`src/rtl/srl_test_sequencer_if.sv`:
```
// Handshake bundle between the test harness and the SRL lane sequencer.
// master = harness side, slave = sequencer side.
interface srl_test_sequencer_if #(
  parameter int NUM_LANES     = 4,
  parameter int ERR_CNT_WIDTH = 16
);
  logic                     start;
  logic [NUM_LANES-1:0]     lane_rst;
  logic [NUM_LANES-1:0]     lane_ce;
  logic [NUM_LANES-1:0]     lane_error;
  logic                     busy;
  logic                     done;
  logic                     pass;
  logic [NUM_LANES-1:0]     err_lane_mask;
  logic [ERR_CNT_WIDTH-1:0] err_count;

  modport master (
    output start,
    output lane_error,
    input  lane_rst,
    input  lane_ce,
    input  busy,
    input  done,
    input  pass,
    input  err_lane_mask,
    input  err_count
  );

  modport slave (
    input  start,
    input  lane_error,
    output lane_rst,
    output lane_ce,
    output busy,
    output done,
    output pass,
    output err_lane_mask,
    output err_count
  );
endinterface

```
`src/rtl/srl_test_sequencer.sv`:
```
// Self-test run sequencer for SRL shift-tester lanes.
// Optional: define SRL_SEQ_STAGGER_EN to stagger lane strobes.
module srl_test_sequencer #(
  parameter int NUM_LANES     = 4,
  parameter int CE_PERIOD     = 4,
  parameter int ROUNDS        = 1,
  parameter int RESET_CYCLES  = 8,
  parameter int SETTLE_CYCLES = 4,
  parameter int DRAIN_CYCLES  = 8,
  parameter int ERR_CNT_WIDTH = 16
) (
  input logic clk,
  input logic rst,
  srl_test_sequencer_if.slave bus
);

  localparam int N  = ROUNDS * 512;
  localparam int SW = $clog2(N + 1);
  localparam int PW = $clog2(CE_PERIOD);
  localparam int RS = (RESET_CYCLES > SETTLE_CYCLES) ?
                      RESET_CYCLES : SETTLE_CYCLES;
  localparam int LMAX = (RS > DRAIN_CYCLES) ? RS : DRAIN_CYCLES;
  localparam int LW = $clog2(LMAX + 1);

`ifdef SRL_SEQ_STAGGER_EN
  // The last lane strobes at the last occupied period slot.
  localparam int LAST_P = NUM_LANES - 1;
  if (CE_PERIOD < NUM_LANES) begin : g_bad_stagger
    $error("CE_PERIOD must be >= NUM_LANES when staggered");
  end
`else
  localparam int LAST_P = 0;
`endif

  if (CE_PERIOD < 4) begin : g_bad_period
    $error("CE_PERIOD must be >= 4");
  end

  typedef enum logic [2:0] {
    IDLE, RESET, SETTLE, RUN, DRAIN, DONE
  } state_t;

  state_t                   state;
  logic [LW-1:0]            len_cnt;
  logic [PW-1:0]            per_cnt;
  logic [SW-1:0]            stb_cnt;
  logic [NUM_LANES-1:0]     rst_q;
  logic [NUM_LANES-1:0]     ce_q;
  logic                     busy_q;
  logic                     done_q;
  logic                     pass_q;
  logic [NUM_LANES-1:0]     mask_q;
  logic [ERR_CNT_WIDTH-1:0] cnt_q;

  logic                     sample;
  logic [PW-1:0]            per_nxt;
  logic [NUM_LANES-1:0]     ce_nxt;
  logic [NUM_LANES-1:0]     ce_first;
  logic [NUM_LANES-1:0]     mask_nxt;
  logic [ERR_CNT_WIDTH-1:0] cnt_nxt;

  // Next strobe pattern and next error accumulators.
  always_comb begin
    sample  = (state == RUN) || (state == DRAIN);
    per_nxt = (per_cnt == PW'(CE_PERIOD - 1)) ?
              '0 : per_cnt + 1'b1;
`ifdef SRL_SEQ_STAGGER_EN
    ce_first    = '0;
    ce_first[0] = 1'b1;
    for (int i = 0; i < NUM_LANES; i++)
      ce_nxt[i] = (per_nxt == PW'(i));
`else
    ce_first = '1;
    ce_nxt   = {NUM_LANES{per_nxt == '0}};
`endif
    mask_nxt = mask_q;
    cnt_nxt  = cnt_q;
    if (sample) begin
      mask_nxt = mask_q | bus.lane_error;
      if ((|bus.lane_error) && !(&cnt_q))
        cnt_nxt = cnt_q + 1'b1;
    end
  end

  // Run FSM with registered lane controls and results.
  always_ff @(posedge clk) begin
    if (rst) begin
      state   <= IDLE;
      len_cnt <= '0;
      per_cnt <= '0;
      stb_cnt <= '0;
      rst_q   <= '0;
      ce_q    <= '0;
      busy_q  <= 1'b0;
      done_q  <= 1'b0;
      pass_q  <= 1'b0;
      mask_q  <= '0;
      cnt_q   <= '0;
    end else begin
      mask_q <= mask_nxt;
      cnt_q  <= cnt_nxt;
      unique case (state)
        IDLE, DONE: begin
          if (bus.start) begin
            state   <= RESET;
            len_cnt <= '0;
            rst_q   <= '1;
            busy_q  <= 1'b1;
            done_q  <= 1'b0;
            pass_q  <= 1'b0;
            mask_q  <= '0;
            cnt_q   <= '0;
          end
        end
        RESET: begin
          if (len_cnt == LW'(RESET_CYCLES - 1)) begin
            state   <= SETTLE;
            len_cnt <= '0;
            rst_q   <= '0;
          end else begin
            len_cnt <= len_cnt + 1'b1;
          end
        end
        SETTLE: begin
          if (len_cnt == LW'(SETTLE_CYCLES - 1)) begin
            state   <= RUN;
            per_cnt <= '0;
            stb_cnt <= '0;
            ce_q    <= ce_first;
          end else begin
            len_cnt <= len_cnt + 1'b1;
          end
        end
        RUN: begin
          if (per_cnt == PW'(LAST_P))
            stb_cnt <= stb_cnt + 1'b1;
          if (per_cnt == PW'(LAST_P) &&
              stb_cnt == SW'(N - 1)) begin
            state   <= DRAIN;
            len_cnt <= '0;
            ce_q    <= '0;
          end else begin
            per_cnt <= per_nxt;
            ce_q    <= ce_nxt;
          end
        end
        DRAIN: begin
          if (len_cnt == LW'(DRAIN_CYCLES - 1)) begin
            state  <= DONE;
            busy_q <= 1'b0;
            done_q <= 1'b1;
            pass_q <= (cnt_nxt == '0);
          end else begin
            len_cnt <= len_cnt + 1'b1;
          end
        end
        default: state <= IDLE;
      endcase
    end
  end

  assign bus.lane_rst      = rst_q;
  assign bus.lane_ce       = ce_q;
  assign bus.busy          = busy_q;
  assign bus.done          = done_q;
  assign bus.pass          = pass_q;
  assign bus.err_lane_mask = mask_q;
  assign bus.err_count     = cnt_q;

endmodule

```
`src/flat_wrapper.sv`:
```
// flat-port wrapper written by rule: the top's interface ports become plain ports
module srl_test_sequencer_flat 
#(
  parameter int NUM_LANES     = 4,
  parameter int CE_PERIOD     = 4,
  parameter int ROUNDS        = 1,
  parameter int RESET_CYCLES  = 8,
  parameter int SETTLE_CYCLES = 4,
  parameter int DRAIN_CYCLES  = 8,
  parameter int ERR_CNT_WIDTH = 16
)
  (clk, rst, bus_start, bus_lane_error, bus_lane_rst, bus_lane_ce, bus_busy, bus_done, bus_pass, bus_err_lane_mask, bus_err_count);
  srl_test_sequencer_if #(.NUM_LANES(NUM_LANES), .ERR_CNT_WIDTH(ERR_CNT_WIDTH)) bus_i ();
  input logic clk;
  input logic rst;
  input wire logic [$bits(bus_i.start)-1:0] bus_start;
  input wire logic [$bits(bus_i.lane_error)-1:0] bus_lane_error;
  output wire logic [$bits(bus_i.lane_rst)-1:0] bus_lane_rst;
  output wire logic [$bits(bus_i.lane_ce)-1:0] bus_lane_ce;
  output wire logic [$bits(bus_i.busy)-1:0] bus_busy;
  output wire logic [$bits(bus_i.done)-1:0] bus_done;
  output wire logic [$bits(bus_i.pass)-1:0] bus_pass;
  output wire logic [$bits(bus_i.err_lane_mask)-1:0] bus_err_lane_mask;
  output wire logic [$bits(bus_i.err_count)-1:0] bus_err_count;
  assign bus_i.start = bus_start;
  assign bus_i.lane_error = bus_lane_error;
  assign bus_lane_rst = bus_i.lane_rst;
  assign bus_lane_ce = bus_i.lane_ce;
  assign bus_busy = bus_i.busy;
  assign bus_done = bus_i.done;
  assign bus_pass = bus_i.pass;
  assign bus_err_lane_mask = bus_i.err_lane_mask;
  assign bus_err_count = bus_i.err_count;
  srl_test_sequencer #(.NUM_LANES(NUM_LANES), .CE_PERIOD(CE_PERIOD), .ROUNDS(ROUNDS), .RESET_CYCLES(RESET_CYCLES), .SETTLE_CYCLES(SETTLE_CYCLES), .DRAIN_CYCLES(DRAIN_CYCLES), .ERR_CNT_WIDTH(ERR_CNT_WIDTH)) u_core (.clk(clk), .rst(rst), .bus(bus_i));
endmodule
```
`config.mk`:
```
export PLATFORM = sky130hd
export DESIGN_NAME = srl_test_sequencer_flat
export DESIGN_NICKNAME = d
export VERILOG_FILES = /design/src/rtl/srl_test_sequencer_if.sv /design/src/rtl/srl_test_sequencer.sv /design/src/flat_wrapper.sv
export SDC_FILE = /design/constraint.sdc
export NUM_CORES = 1
export LEC_CHECK = 0
export CAP_MARGIN = 20
export CORE_ASPECT_RATIO = 2
export CORE_MARGIN = 5
export CORE_UTILIZATION = 35
export CTS_CLUSTER_DIAMETER = 150
export CTS_CLUSTER_SIZE = 25
export DETAILED_ROUTE_END_ITERATION = 10
export DONT_BUFFER_PORTS = 1
export PLACE_DENSITY = 0.49
export SYNTH_ARGS = -nofsm -noshare
export SYNTH_HDL_FRONTEND = slang
export SYNTH_SLANG_ARGS = --single-unit
```
`constraint.sdc`:
```
create_clock -name clk -period 2.8 [get_ports clk]
set_input_delay 0.42 -clock clk [delete_from_list [all_inputs] [get_ports clk]]
set_output_delay 0.42 -clock clk [all_outputs]
set_load 0.02 [all_outputs]
```
# Word-level counts from Yosys, hierarchy flattened
# Index checks and enable logic that the tools add are counted.
[classes] bitwise_logic=1 reduce_logical=22 n_addsub=4 muxes=40 n_eq_ne=18
[ops] op="$mux 16" n=4
[ops] op="$mux 4" n=12
[ops] op="$mux 10" n=2
[ops] op="$pmux 10 s2" n=1
[ops] op="$pmux 4 s5" n=1
[ops] op="$add 16x1->16 const B" n=1
[ops] op="$logic_not 16->1" n=1
[ops] op="$pmux 4 s2" n=2
[ops] op="$reduce_and 16->1" n=1
[ops] op="$mux 3" n=5
[ops] op="$pmux 3 s5" n=1
[ops] op="$ne 2x2->1 const B" n=7
[ops] op="$reduce_and 3->1" n=4
[ops] op="$add 10x1->10 const B" n=1
[ops] op="$eq 10x9->1 const B" n=1
[ops] op="$reduce_and 5->1" n=2
[ops] op="$eq 3x2->1 const B" n=2
[ops] op="$eq 3x3->1 const B" n=2
[ops] op="$mux 2" n=3
[ops] op="$pmux 1 s2" n=3
[ops] op="$reduce_bool 2->1" n=3
[ops] op="$mux 1" n=5
[ops] op="$reduce_bool 5->1" n=1
[ops] op="$add 4x1->4 const B" n=1
[ops] op="other kinds (16)" n=19
[totals] elab_cells=96 regBits=50 out_inout_bits=31 inputBits=7

# Longest topological paths before layout
[logic_depth] ltp_word=8 mapped_depth=10 depth_no_buf=9

# Worst setup path after synthesis
# No wires, ideal clock.
[synth_path] path_type="register to register" startpoint="register u_core.cnt_q[0] (netlist: u_core.bus.err_count[0])" endpoint="register u_core.pass_q (netlist: u_core.bus.pass)" required_ns=2.731 setup_time_ns=0.069 stages_incl_launch_ff=9 arrival_time_ns=2.391 setup_slack_ns=0.340 period_less_slack_ns=2.460 path_buffers=0 path_cell_list="dfxtp_1 ha_1 nand3_1 nor4_4 nor2_4 or3_1 a2111oi_2 o2111ai_1 o21ai_1"
[synth_between] elab_chain_cells=8 word_cells_on_any_way=9 cone_classes="add/sub: 1; mux: 4; reduce/logical: 4"
[synth_lines] element="start, declared" line_no="srl_test_sequencer.sv:53" text="logic [ERR_CNT_WIDTH-1:0] cnt_q;"
[synth_lines] element="start signal, assigned" line_no="srl_test_sequencer.sv:101" text="cnt_q <= cnt_nxt;"
[synth_lines] element="parallel branches: the longest is 4 deep, another holds $add 16x1->16"
[synth_lines] element="$mux 16 (*)" line_no="srl_test_sequencer.sv:78" text="if (sample) begin"
[synth_lines] element="$logic_not 16->1 (*)" line_no="srl_test_sequencer.sv:152" text="pass_q <= (cnt_nxt == '0);"
[synth_lines] element="$mux 1 (*)" line_no="srl_test_sequencer.sv:148" text="if (len_cnt == LW'(DRAIN_CYCLES - 1)) begin"
[synth_lines] element="$pmux 1 s2 (*)" line_no="srl_test_sequencer.sv:102" text="unique case (state)"
[synth_lines] element="end signal, assigned" line_no="srl_test_sequencer.sv:152"
[synth_lines] element="end, declared" line_no="srl_test_sequencer.sv:51" text="logic pass_q;"
# Every way passes the cells marked *. The select of a mux whose other input is x is not followed.
# A chain may end at the register's enable or synchronous reset.

# Worst setup path in the final report
# Ends and elaborated chain as after synthesis.

==> impl_metrics.xml <==
<?xml version="1.0" encoding="UTF-8"?>
<metrics>
  <group name="final_layout">
    <metric name="antennaDiodeCount" unit="">0</metric>
    <metric name="area_growth_syn_to_layout" unit="%">13.1</metric>
    <metric name="final_core_density" unit="">0.402</metric>
    <metric name="final_area" unit="sq mm">0.00274</metric>
    <metric name="layout-drive-gt1-share" unit="">0.148</metric>
    <metric name="final_nets" unit="">316</metric>
  </group>
  <group name="hold_path">
    <metric name="holdPathStages" unit="">1</metric>
    <metric name="min_from" unit="">rst</metric>
    <metric name="timing.hold.worst_endpoint" unit="">u_core.per_cnt[0]$_SDFFE_PP0P_</metric>
    <metric name="worst_hold_path_type" unit="">primary input to flop</metric>
  </group>
  <group name="routing">
    <metric name="dr.first_iter.drc_count" unit="">76</metric>
    <metric name="overall_routed_net_length" unit="um">5440</metric>
    <metric name="avgViaCountPerCell" unit="">5.18</metric>
    <metric name="drc" unit="">0</metric>
    <metric name="vias" unit="">2047</metric>
    <metric name="drt_pass1_iterations" unit="">4</metric>
    <metric name="wl_per_cell" unit="um">13.8</metric>
    <metric name="detail-route-antenna-nets" unit="">0</metric>
  </group>
  <group name="die">
    <metric name="rows" unit="">43</metric>
    <metric name="starting_density" unit="">0.355</metric>
    <metric name="die-width" unit="um">68.9</metric>
    <metric name="core-area" unit="sq mm">0.00683</metric>
    <metric name="fp.dieH" unit="um">128</metric>
    <metric name="die_area" unit="sq mm">0.00880</metric>
    <metric name="floorplan.io_pins" unit="">38</metric>
  </group>
  <group name="worst_setup_path">
    <metric name="worstPathCellList" unit="">ha_1 &gt; nand3_1 &gt; nor4_4 &gt; nor2_4 &gt; or3_1 &gt; a2111oi_2 &gt; o2111ai_1 &gt; o21ai_1</metric>
    <metric name="timing.critical_path.slowest_cell_delay" unit="ps">470</metric>
    <metric name="critical_path_class" unit="">flop to flop</metric>
    <metric name="crit_arrival" unit="ps">2590</metric>
    <metric name="crit-reg2reg-launch" unit="">u_core.bus.err_count[0]$_SDFF_PP0_</metric>
    <metric name="worst_setup_path_end_kind" unit="">flop</metric>
    <metric name="timing.reg2reg.worst_path_depth" unit="">8</metric>
    <metric name="start_kind" unit="">flop</metric>
    <metric name="critical_path_required" unit="ps">3020</metric>
    <metric name="worst_r2r_endpoint" unit="">u_core.bus.pass$_SDFFE_PP0P_</metric>
    <metric name="critical_path_peak_fanout" unit="">7</metric>
    <metric name="rrSetupSlack" unit="ps">430</metric>
    <metric name="crit_path_top_delay_cell" unit="">sky130_fd_sc_hd__nor4_4</metric>
  </group>
  <group name="pwr">
    <metric name="clkPwrFrac" unit="">0.348</metric>
    <metric name="combinationalPowerShare" unit="">0.218</metric>
    <metric name="leakage" unit="nW">1.02</metric>
    <metric name="powerDensity" unit="mW/mm^2">621</metric>
    <metric name="internal_power" unit="mW">1.16</metric>
    <metric name="power.switching_fraction" unit="">0.316</metric>
    <metric name="irDropWorstVdd" unit="mV">0.430</metric>
    <metric name="seq_power_share" unit="">0.435</metric>
    <metric name="total_switching_power" unit="mW">0.538</metric>
  </group>
  <group name="timing">
    <metric name="number_of_endpoints_with_negative_hold_slack_in_the_final_report" unit="">0</metric>
    <metric name="rsz0062_at_grt" unit="">no</metric>
    <metric name="post-route-worst-setup-slack" unit="ps">427</metric>
    <metric name="worst_slew_pin_slew" unit="ps">798</metric>
    <metric name="max_freq" unit="MHz">421</metric>
    <metric name="worst_clock_skew" unit="ps">3.52</metric>
    <metric name="setup_tns" unit="ps">0</metric>
    <metric name="period_needed" unit="ps">2370</metric>
    <metric name="setup_violations" unit="">0</metric>
    <metric name="drv_slew" unit="">0</metric>
    <metric name="hold_ws" unit="ps">197</metric>
    <metric name="post-route-period-util" unit="">0.847</metric>
    <metric name="max_slew_margin" unit="">0.467</metric>
  </group>
  <group name="cts">
    <metric name="clock_network_latency_to_the_later_pin_of_the_worst_skew_pair" unit="ps">280</metric>
    <metric name="ctsHoldBuffers" unit="">0</metric>
    <metric name="cts.repair_timing.setup_buffer_count" unit="">0</metric>
    <metric name="cts_tree" unit="">built</metric>
    <metric name="cts_max_path_buffers" unit="">2</metric>
    <metric name="number_of_sinks_driven_by_the_clock_tree" unit="">44</metric>
    <metric name="clock_tree.htree_level_count" unit="">2</metric>
    <metric name="post_cts_resized" unit="">0</metric>
    <metric name="cts_root_buffer" unit="">sky130_fd_sc_hd__clkbuf_16</metric>
    <metric name="tritoncts.num_buffers" unit="">5</metric>
    <metric name="clkTransAtPathRegs" unit="ps">60</metric>
  </group>
  <group name="synthesis">
    <metric name="post_synthesis_mean_instance_area" unit="sq um">8.20</metric>
    <metric name="syn-num-nets" unit="">308</metric>
    <metric name="synth.yosys.warnings" unit="">0</metric>
    <metric name="synth.top_cell.area_share" unit="">0.363</metric>
    <metric name="synth_seq_cells" unit="">44</metric>
    <metric name="ys_async_sr_fraction" unit="">0</metric>
    <metric name="synth_edf_count" unit="">0</metric>
    <metric name="synth.yosys.seq_area_share" unit="">0.363</metric>
    <metric name="mappedNetlistArea" unit="sq mm">0.00243</metric>
    <metric name="netlist.top_cell.by_area" unit="">sky130_fd_sc_hd__dfxtp_1</metric>
    <metric name="synth_top_cells_by_area" unit="">sky130_fd_sc_hd__dfxtp_1 (36%), sky130_fd_sc_hd__nor2_1 (6.5%), sky130_fd_sc_hd__xor2_1 (5.1%), sky130_fd_sc_hd__a21oi_1 (4.3%), sky130_fd_sc_hd__nand2_1 (4.0%)</metric>
    <metric name="synthCells" unit="">296</metric>
    <metric name="yosys.cell_types.count" unit="">51</metric>
    <metric name="synth_ff_type" unit="">sky130_fd_sc_hd__dfxtp_1</metric>
  </group>
  <group name="status">
    <metric name="status" unit="">completed</metric>
  </group>
  <group name="placed_design">
    <metric name="routabilityCongestion" unit="">0.839</metric>
    <metric name="place.detailed.hpwl" unit="um">4040</metric>
    <metric name="post-place-ws" unit="ps">411</metric>
    <metric name="count_of_input_and_output_buffers" unit="">0</metric>
    <metric name="detailed_place.area" unit="sq mm">0.00259</metric>
  </group>
  <group name="global_route">
    <metric name="globalRouteTotalUtil" unit="">0.138</metric>
    <metric name="grt_max_degree" unit="">19</metric>
    <metric name="grt_antenna_before_repair" unit="">0</metric>
    <metric name="global_route_wire_length_before_repair" unit="um">9390</metric>
    <metric name="gr-total-overflow" unit="">0</metric>
    <metric name="first_global_vias" unit="">1976</metric>
  </group>
  <group name="flow_run">
    <metric name="cap_viol_max_count" unit="">0</metric>
  </group>
</metrics>
[critical path, delay by kind of cell (launching register included)]
family | cells | cell delay (ps)
simple gates | 4 | 1110
compound gates | 3 | 650
flops | 1 | 340
fa+ha+maj | 1 | 210
[registers in the layout, summed over array words and instances (netlist names)]
register and count:
u_core.bus.err_lane_mask 4, u_core.stb_cnt 10, u_core.bus.busy 1, u_core.bus.err_count 16
u_core.bus.lane_rst 1, u_core.bus.pass 1, u_core.bus.done 1, u_core.per_cnt 2
u_core.len_cnt 4, u_core.bus.lane_ce 1, u_core.state 3
[how the worst max path moves through the flow]
stage,from,to,slack (ps),cells after the start
after floorplan,u_core.bus.err_count[0]$_SDFF_PP0_,u_core.bus.pass$_SDFFE_PP0P_,340,8
after global placement,bus_lane_error[0],u_core.bus.pass$_SDFFE_PP0P_,470,7
after CTS,u_core.bus.err_count[0]$_SDFF_PP0_,u_core.bus.pass$_SDFFE_PP0P_,410,8
final,u_core.bus.err_count[0]$_SDFF_PP0_,u_core.bus.pass$_SDFFE_PP0P_,430,8
after global routing,u_core.per_cnt[0]$_SDFFE_PP0P_,u_core.len_cnt[3]$_SDFFE_PP0P_,220,7
after detailed placement,bus_lane_error[0],u_core.bus.pass$_SDFFE_PP0P_,410,7
[layout by cell type (no fill, tap or decap), types with 5 or more instances in the layout]
master | Yosys | final
sky130_fd_sc_hd__dfxtp_1 | 44 | 44
sky130_fd_sc_hd__nor2_1 | 42 | 42
sky130_fd_sc_hd__nand2_1 | 26 | 26
sky130_fd_sc_hd__a21oi_1 | 21 | 21
sky130_fd_sc_hd__buf_4 | 6 | 21
sky130_fd_sc_hd__nand3_1 | 14 | 14
sky130_fd_sc_hd__xor2_1 | 14 | 14
sky130_fd_sc_hd__o21ai_0 | 12 | 12
sky130_fd_sc_hd__xnor2_1 | 10 | 10
sky130_fd_sc_hd__nand4_1 | 9 | 9
sky130_fd_sc_hd__nor3_1 | 7 | 7
sky130_fd_sc_hd__nand3b_1 | 5 | 5
sky130_fd_sc_hd__nand2b_1 | 5 | 5
sky130_fd_sc_hd__ha_1 | 5 | 5
sky130_fd_sc_hd__clkbuf_16 | 0 | 5
[metrics by stage]
stage | power (mW) | std cells
floorplan | 1.06 | 296
global placement | 1.12 | 387
detailed placement | 1.13 | 387
CTS | 1.73 | 395
global route | 1.82 | 395
finish | 1.70 | 395
[cells in the mapped netlist, types with 2 or more instances]
cell and number:
sky130_fd_sc_hd__a211oi_1 2, sky130_fd_sc_hd__a21o_1 3, sky130_fd_sc_hd__a21oi_1 21, sky130_fd_sc_hd__a31oi_1 3
sky130_fd_sc_hd__and3_1 4, sky130_fd_sc_hd__and3_2 2, sky130_fd_sc_hd__and3b_1 2, sky130_fd_sc_hd__and4_1 2
sky130_fd_sc_hd__buf_2 3, sky130_fd_sc_hd__buf_4 6, sky130_fd_sc_hd__clkbuf_1 10, sky130_fd_sc_hd__dfxtp_1 44
sky130_fd_sc_hd__ha_1 5, sky130_fd_sc_hd__inv_1 4, sky130_fd_sc_hd__mux2_2 2, sky130_fd_sc_hd__nand2_1 26
sky130_fd_sc_hd__nand2b_1 5, sky130_fd_sc_hd__nand3_1 14, sky130_fd_sc_hd__nand3b_1 5, sky130_fd_sc_hd__nand4_1 9
sky130_fd_sc_hd__nor2_1 42, sky130_fd_sc_hd__nor2b_1 4, sky130_fd_sc_hd__nor3_1 7, sky130_fd_sc_hd__nor3b_1 2
sky130_fd_sc_hd__nor4_4 2, sky130_fd_sc_hd__nor4b_1 2, sky130_fd_sc_hd__o2111ai_1 2, sky130_fd_sc_hd__o211ai_1 2
sky130_fd_sc_hd__o21a_1 2, sky130_fd_sc_hd__o21ai_0 12, sky130_fd_sc_hd__or2_2 2, sky130_fd_sc_hd__or3_1 2
sky130_fd_sc_hd__or3b_2 2, sky130_fd_sc_hd__or4_1 2, sky130_fd_sc_hd__xnor2_1 10, sky130_fd_sc_hd__xor2_1 14
[cell type report]
type / instances / area, sq um
Sequential cell: 44 / 881
Fill cell: 733 / 4090
Tap cell: 90 / 113
Clock inverter: 2 / 10.0
Multi-Input combinational cell: 228 / 1430
Timing Repair Buffer: 21 / 158
Inverter: 4 / 15.0
Clock buffer: 6 / 139
[power by group through the flow]
stage / logic [mW] / clock network, mW / registers (mW)
after global routing: 0.421 / 0.648 / 0.750
final: 0.371 / 0.592 / 0.741
after CTS: 0.372 / 0.619 / 0.742
after global placement: 0.365 / 0 / 0.754
after floorplan: 0.325 / 0 / 0.736
after detailed placement: 0.371 / 0 / 0.755
[layer usage]
metal,part of all wire,vias to the layer above,global-route usage,wire length (um)
met2,0.46,47,0.204,2500
met1,0.45,936,0.180,2480
met4,0.014,0,0.0552,76
li1,-,1059,-,-
met3,0.071,5,0.0474,385
met5,0,-,0,0
[kinds of logic after synthesis]
family / after synthesis / share of synthesized area
AO/OA/AOI/OAI: 55 / 0.142
multiplexers: 2 / 0.00928
buffers and inverters: 24 / 0.0480
adder cells (fa/ha/maj): 5 / 0.0258
flip-flops: 44 / 0.363
AND/OR/NAND/NOR: 142 / 0.325
XOR/XNOR: 24 / 0.0866
Power figures use the tool's default switching activity.
